File: config.mk
export PLATFORM = sky130hd
export DESIGN_NAME = cr_dequantizer
export DESIGN_NICKNAME = d
export VERILOG_FILES = /design/src/rtl/cr_dequantizer.sv
export SDC_FILE = /design/constraint.sdc
export NUM_CORES = 2
export LEC_CHECK = 0
export CAP_MARGIN = 30
export CELL_PAD_IN_SITES_DETAIL_PLACEMENT = 0
export CELL_PAD_IN_SITES_GLOBAL_PLACEMENT = 2
export CORE_AREA = 2 2 547 549
export CTS_BUF_LIST = sky130_fd_sc_hd__clkbuf_4 sky130_fd_sc_hd__clkbuf_8 sky130_fd_sc_hd__clkbuf_16
export CTS_CLUSTER_SIZE = 30
export DETAILED_ROUTE_END_ITERATION = 6
export DIE_AREA = 0 0 549 551
export PLACE_DENSITY_LB_ADDON = 0.1
export REMOVE_ABC_BUFFERS = 1
export SYNTH_ARGS = -nofsm -noshare
export SYNTH_HDL_FRONTEND = slang
export SYNTH_SLANG_ARGS = --single-unit
File: constraint.sdc
create_clock -name clk -period 23.2 [get_ports clk]
set_input_delay 4.64 -clock clk [delete_from_list [all_inputs] [get_ports clk]]
set_output_delay 4.64 -clock clk [all_outputs]
set_load 0.01 [all_outputs]
File: src/rtl/cr_dequantizer.sv
// ============================================================================
// Module      : cr_dequantizer
// Description : Rebuilds Cr DCT coefficients from one 8x8 block of quantized
//               values, Z = sat11(Q * Q_MATRIX), one coefficient per cycle.
// Revision    : 1.0 - initial release
// ============================================================================
`default_nettype none

module cr_dequantizer #(
    parameter int Q_MATRIX [8][8] = '{
        '{17, 18, 24, 47, 99, 99, 99, 99},
        '{18, 21, 26, 66, 99, 99, 99, 99},
        '{24, 26, 56, 99, 99, 99, 99, 99},
        '{47, 66, 99, 99, 99, 99, 99, 99},
        '{99, 99, 99, 99, 99, 99, 99, 99},
        '{99, 99, 99, 99, 99, 99, 99, 99},
        '{99, 99, 99, 99, 99, 99, 99, 99},
        '{99, 99, 99, 99, 99, 99, 99, 99}
    }
) (
    input  logic               clk,
    input  logic               rst,
    input  logic               enable,
    input  logic signed [10:0] Q [8][8],
    output logic signed [10:0] Z [8][8],
    output logic               out_enable,
    output logic               busy
);

    localparam logic [5:0]          c_IDX_LAST = 6'd63;
    localparam logic signed [19:0]  c_SAT_MAX  = 20'sd1023;
    localparam logic signed [19:0]  c_SAT_MIN  = -20'sd1024;

    typedef enum logic [0:0] {
        S_IDLE = 1'b0,
        S_RUN  = 1'b1
    } state_t;

    state_t             state_q, state_d;
    logic [5:0]         idx_q, idx_d;
    logic               busy_q, busy_d;
    logic               out_enable_q, out_enable_d;
    logic signed [10:0] qb_q [64];
    logic signed [10:0] qb_d [64];
    logic signed [10:0] z_q  [64];
    logic signed [10:0] z_d  [64];

    logic [7:0]         w_rom    [64];
    logic signed [10:0] w_q_flat [64];
    logic signed [10:0] w_qval;
    logic [7:0]         w_step;
    logic signed [19:0] w_qext;
    logic signed [19:0] w_sext;
    logic signed [19:0] w_prod;
    logic signed [10:0] w_sat;

    // Step table and row-major flattening of the 2-D ports.
    for (genvar gi = 0; gi < 64; gi++) begin : g_flat
        assign w_rom[gi]    = 8'(Q_MATRIX[gi / 8][gi % 8]);
        assign w_q_flat[gi] = Q[gi / 8][gi % 8];
        assign Z[gi / 8][gi % 8] = z_q[gi];
    end

    // Single shared multiplier; the step is unsigned so it is zero-extended.
    assign w_qval = qb_q[idx_q];
    assign w_step = w_rom[idx_q];
    assign w_qext = {{9{w_qval[10]}}, w_qval};
    assign w_sext = {12'd0, w_step};
    assign w_prod = w_qext * w_sext;

    always_comb begin
        if (w_prod > c_SAT_MAX) begin
            w_sat = 11'sd1023;
        end else if (w_prod < c_SAT_MIN) begin
            w_sat = -11'sd1024;
        end else begin
            w_sat = w_prod[10:0];
        end
    end

    always_comb begin
        state_d      = state_q;
        idx_d        = idx_q;
        busy_d       = busy_q;
        out_enable_d = 1'b0;
        qb_d         = qb_q;
        z_d          = z_q;

        case (state_q)
            S_IDLE: begin
                if (enable) begin
                    qb_d    = w_q_flat;
                    idx_d   = 6'd0;
                    busy_d  = 1'b1;
                    state_d = S_RUN;
                end
            end
            S_RUN: begin
                z_d[idx_q] = w_sat;
                idx_d      = idx_q + 6'd1;
                if (idx_q == c_IDX_LAST) begin
                    out_enable_d = 1'b1;
                    busy_d       = 1'b0;
                    idx_d        = 6'd0;
                    state_d      = S_IDLE;
                end
            end
            default: begin
                state_d = S_IDLE;
                busy_d  = 1'b0;
                idx_d   = 6'd0;
            end
        endcase
    end

    always_ff @(posedge clk) begin
        if (rst) begin
            state_q      <= S_IDLE;
            idx_q        <= 6'd0;
            busy_q       <= 1'b0;
            out_enable_q <= 1'b0;
            for (int i = 0; i < 64; i++) begin
                qb_q[i] <= 11'sd0;
                z_q[i]  <= 11'sd0;
            end
        end else begin
            state_q      <= state_d;
            idx_q        <= idx_d;
            busy_q       <= busy_d;
            out_enable_q <= out_enable_d;
            qb_q         <= qb_d;
            z_q          <= z_d;
        end
    end

    assign out_enable = out_enable_q;
    assign busy       = busy_q;

endmodule

`default_nettype wire

# Yosys cells after proc, flatten, opt, wreduce, memory -nomap -nowiden
# Memories as Yosys holds them, arrays and structs flattened.
# Cells that the tools add are included.
# op_classes
add_sub_neg,1
mul,1
magnitude_cmp,4
n_eq_ne,3
mux,20
n_bitwise,2
reduce_logical,4
# op_table
operator,n
$bwmux W704,1
$bmux W11 S6,1
$demux W11 S6,1
$mux W11,5
$gt A20 B11 Y1 const B,1
$lt A20 B11 Y1 const B,1
$mul A11 B9 Y20,1
$mux W8,2
$mux W6,2
$pmux W6 S2,1
$ge A7 B7 Y1 const B,1
$lt A7 B1 Y1 const B,1
$not A6 Y7,1
$add A6 B1 Y6 const B,1
$eq A6 B6 Y1 const B,1
$mux W1,5
$pmux W1 S2,2
$reduce_and A2 Y1,2
$ne A2 B1 Y1 const B,1
$ne A2 B2 Y1 const B,1
$reduce_or A2 Y1,1
$logic_and A1 B1 Y1,1
$not A1 Y1,1
# totals
register_bits,1417
romBits,512
inputBits,707
output_inout_bits,706
memories,1
# mem_list
name,depth,word_bits,read_ports,rd_clocked_by_memory_dff,wr,line,source
(no name shown),64,8,1,0,0,66,assign w_step = w_rom[idx_q];

# Depth between registers and ports, before layout
# logic_depth
ltp_word,9
ltp_mapped,34
ltp_nobuf,28

# Worst setup path before layout
# No wires, ideal clock.
# synth_path
path_kind,register to register
start,register idx_q[2]
end,register z_q (netlist bit Z[374])
setup_ns,0.115
t_arrival_ns,7.263
required_ns,23.085
slack_ns,15.822
stages_incl_launch_ff,32
path_buffers,5
period_less_slack_ns,7.378
path_cell_list,dfxtp_1 -> buf_2 -> and3b_1 -> clkbuf_1 -> buf_2 -> a22o_1 -> a221oi_1 -> a31oi_1 -> or4_1 -> nor4_2 -> nand2b_1 -> inv_1 -> fa_1 -> inv_1 -> fa_1 -> inv_1 -> fa_1 -> inv_1 -> fa_1 -> inv_1 -> ha_1 -> a21oi_1 -> o21ai_2 -> and2_1 -> or3_1 -> a21oi_2 -> xnor2_1 -> o41a_1 -> buf_6 -> o211ai_4 -> buf_6 -> o21ai_2
# synth_between
elab_chain_len,9
word_cells_on_any_way,18
classes_between,1 x mul; 4 x order compare; 10 x mux; 1 x bitwise; 1 x reduce/logical; 1 x memory
# synth_lines
element,line,source
"start, declared",40,"logic [5:0] idx_q, idx_d;"
"start signal, assigned",128,idx_q <= idx_d;
$not A6 Y7 (implied by the code) *,"65, 66, 99",
$mem_v2 Z64 W8 or $bmux W11 S6 (tied branches),--,
$mux W8 (implied by the code) or $mux W11 (tied branches) (2 in series),"66, 65",
$mul A11 B9 Y20,69,assign w_prod = w_qext * w_sext;
$lt A20 B11 Y1,74,end else if (w_prod < c_SAT_MIN) begin
$mux W11,74,
$mux W11,72,if (w_prod > c_SAT_MAX) begin
$bwmux W704 *,99,z_d[idx_q] = w_sat;
"end signal, assigned",132,z_q <= z_d;
"end, declared",45,logic signed [10:0] z_q [64];
# Mark *: on every way between the ends. The rest lies on a longest branch, timed or not. The select of a mux whose other input is x is not followed.
# A chain may end at the register's enable or synchronous reset.

# Worst setup path in the final report
# layout_path
start,register idx_q[1]
end,register z_q (netlist bit Z[383])
# The elaborated chain is that of the path after synthesis.

==> qor.json <==
{
  "cp-end-kind": "register",
  "synth_area_leaders": "sky130_fd_sc_hd__dfxtp_1 (51%), sky130_fd_sc_hd__a21oi_1 (11%), sky130_fd_sc_hd__nand2_1 (10%)",
  "unique_masters_post_synth": 70,
  "report.final.setup_viol": 0,
  "track_usage_pct": 20.7,
  "grt_setup_unrepaired": "false",
  "num_io_pins": 1413,
  "die_area_um2": 302000,
  "worst_path_max_delay_cell": "sky130_fd_sc_hd__dfxtp_1",
  "r2r-end": "Z[383]",
  "yosys-top-cells-count": "sky130_fd_sc_hd__nand2_1 (1534), sky130_fd_sc_hd__dfxtp_1 (1417), sky130_fd_sc_hd__a21oi_1 (1205), sky130_fd_sc_hd__o21ai_0 (483), sky130_fd_sc_hd__clkbuf_1 (381)",
  "postSynthAreaPerCell_um2": 8.31,
  "final_period_minus_worst_setup_slack_ps": 10670,
  "timing.critical_path.mode_cell": "sky130_fd_sc_hd__buf_4",
  "firstDrtPassIters": 7,
  "synthMostInstantiatedCell": "sky130_fd_sc_hd__nand2_1",
  "synth_edf_count": 0,
  "cts_buffers": 185,
  "hold_violations": 0,
  "drive_above_1_share_pct": 7.21,
  "hold_path_end": "qb_q[106]",
  "launch_point_of_the_worst_reg_to_reg_path": "idx_q[1]",
  "startpoint_type": "register",
  "timing.critical_path.required_ps": 23900,
  "achievable-frequency_mhz": 93.7,
  "worstSkewPairLatency_ps": 880,
  "route.antenna.remaining_nets": 0,
  "routed_wl_um": 327000,
  "status": "completed",
  "path_class": "reg2reg",
  "grt_first_pass_wirelength_um": 441000,
  "drt-initial-drc-count": 3269,
  "clkSinkCount": 1417,
  "gr-total-overflow": 0,
  "reg2reg_setup_slack_ps": 12530,
  "layout.core_utilization_pct": 26.9,
  "cts.repair.resized": 0,
  "period_share_pct": 46.0,
  "cts.clk_slew.worst_paths_ps": 50,
  "grt_max_degree": 201,
  "die-height_um": 551,
  "worst_slack_ps": 12530,
  "number_of_global_route_vias_before_repair": 52100,
  "postSynthRegisterBits": 1417,
  "hp-class": "reg2reg",
  "crit_fanout": 54,
  "cts.path.max_buffers": 4,
  "final_net_count": 8629,
  "min_delay_path_depth": 2,
  "ys_async_sr_fraction_pct": 0,
  "via_per_inst": 4.48,
  "post_cts_hold_fix_bufs": 0,
  "final_hold_slack_ps": 452,
  "cts_setup_buffers": 0,
  "detailed_place_hpwl_um": 237000,
  "clock_tree.htree_level_count": 4,
  "gpl.final_weighted_congestion": 0.785,
  "worst_pin_slew_ps": 1230,
  "min_from": "qb_q[106]",
  "cp_data_arrival_time_ps": 11370,
  "dr_total_vias": 53300,
  "ys.flop_type": "sky130_fd_sc_hd__dfxtp_1",
  "synthDominantCellAreaShare_pct": 51.4,
  "post_synth_inst_count": 6633,
  "areaGrowthSynthToFinish_pct": 44.6,
  "max-cap-violations": 0,
  "core-area_um2": 296000,
  "route.detailed.wl_per_inst_um": 27.5,
  "reg2regPathDepth": 31,
  "skew_ps": 75.5,
  "grt_antenna_before_repair": 56,
  "post-synth-top-area-cell": "sky130_fd_sc_hd__dfxtp_1",
  "fp-row-count": 200,
  "place.port_buffers": 1412,
  "initial_core_util_pct": 18.6,
  "p_per_area_nw_per_um2": 78.6,
  "detailedPlace.worstSlack_ps": 12270,
  "synth.yosys.warnings": 0,
  "total_leakage_power_nw": 28.1,
  "slew-limit-headroom_pct": 17.8,
  "netlist_area_um2": 55100,
  "slew_viols_final": 0,
  "drc_errors": 0,
  "critical_path.max_stage_delay_ps": 750,
  "root_buffer": "sky130_fd_sc_hd__clkbuf_16",
  "cts_tree": "done",
  "synth-seq-area-share_pct": 51.4,
  "worst_ir_drop_vdd_mv": 0.0591,
  "die_x_um": 549,
  "report.power.total_mw": 6.26
}
==> placed cells by master, fill, tap and decap left out, types with 111 or more instances in the layout <==
master,Yosys,routed
sky130_fd_sc_hd__a22oi_1,198,198
sky130_fd_sc_hd__nand3_1,141,140
sky130_fd_sc_hd__clkdlybuf4s50_1,0,1411
sky130_fd_sc_hd__a21oi_1,1205,1205
sky130_fd_sc_hd__nor2_1,226,207
sky130_fd_sc_hd__inv_1,111,111
sky130_fd_sc_hd__clkbuf_16,0,190
sky130_fd_sc_hd__nand2_1,1534,1530
sky130_fd_sc_hd__o21ai_0,483,483
sky130_fd_sc_hd__dfxtp_1,1417,1415
sky130_fd_sc_hd__buf_4,21,123
sky130_fd_sc_hd__a211oi_1,115,115
==> worst max path at each step <==
stage / startpoint / end / slack (ps)
floorplan: enable / qb_q[0] / -3930
global placement: idx_q[1] / Z[20] / 12230
detailed placement: idx_q[1] / Z[460] / 12270
CTS: idx_q[1] / Z[383] / 12290
global route: idx_q[1] / Z[394] / 11750
finish: idx_q[1] / Z[383] / 12530
==> layout make-up <==
cell class                      count  area, um2
Antenna cell                       12       30.0
Clock buffer                      293       5780
Clock inverter                     29        339
Fill cell                       32100     217000
Inverter                          114        435
Multi-Input combinational cell   4529      24100
Sequential cell                  1417      28400
Tap cell                         3939       4930
Timing Repair Buffer             1570      15800
==> logic make-up (layout without fill, tap and decap cells) <==
kind of cell             Yosys count  after routing  share of synthesized area, %
flip-flops                      1417           1417                          51.4
multiplexers                      12             12                         0.270
XOR/XNOR                          12             12                         0.191
adder cells (fa/ha/maj)          105            105                          3.20
other                              0             12                             0
buffers and inverters            687           2006                          5.27
AO/OA/AOI/OAI                   2386           2386                          25.0
AND/OR/NAND/NOR                 2014           2014                          14.6
==> worst max-delay path, delay by kind of cell (launching register included) <==
kind            cells  cell delay, ps
buf+inv            10            3450
compound gates     10            2660
fa+ha+maj           5            2450
simple gates        5             820
flops               1             750
xor+xnor            1              90
==> routing by layer <==
metal	up-vias	track usage, %	share of wire (%)
met5	-	0	0.098
met4	52	5.01	2.5
met3	380	5.45	6.9
met2	1552	34.9	48
met1	25900	26.0	43
li1	25400	-	-
==> per-stage QoR <==
step           cell area [um2]  instances  setup TNS (ps)
3_5_place_dp             73500      11600               0
2_1_floorplan            52700       6060        -2772180
5_1_grt                  79700      11900               0
6_report                 79700      11900               0
4_1_cts                  79600      11900               0
3_3_place_gp             73000      11500               0
==> registers in the layout, indices dropped and copies added (netlist names) <==
name and count:
qb_q 704, out_enable 1, busy 1, idx_q 6, state_q 1, Z 704
==> power breakdown <==
group / internal (mW) / total [mW] / leakage, nW / switching [mW]
Combinational: 0.245 / 0.794 / 13.5 / 0.548
Clock: 1.75 / 2.92 / 3.10 / 1.17
Sequential: 2.51 / 2.55 / 11.5 / 0.0423
No activity file was read; power rests on OpenSTA's default activity.
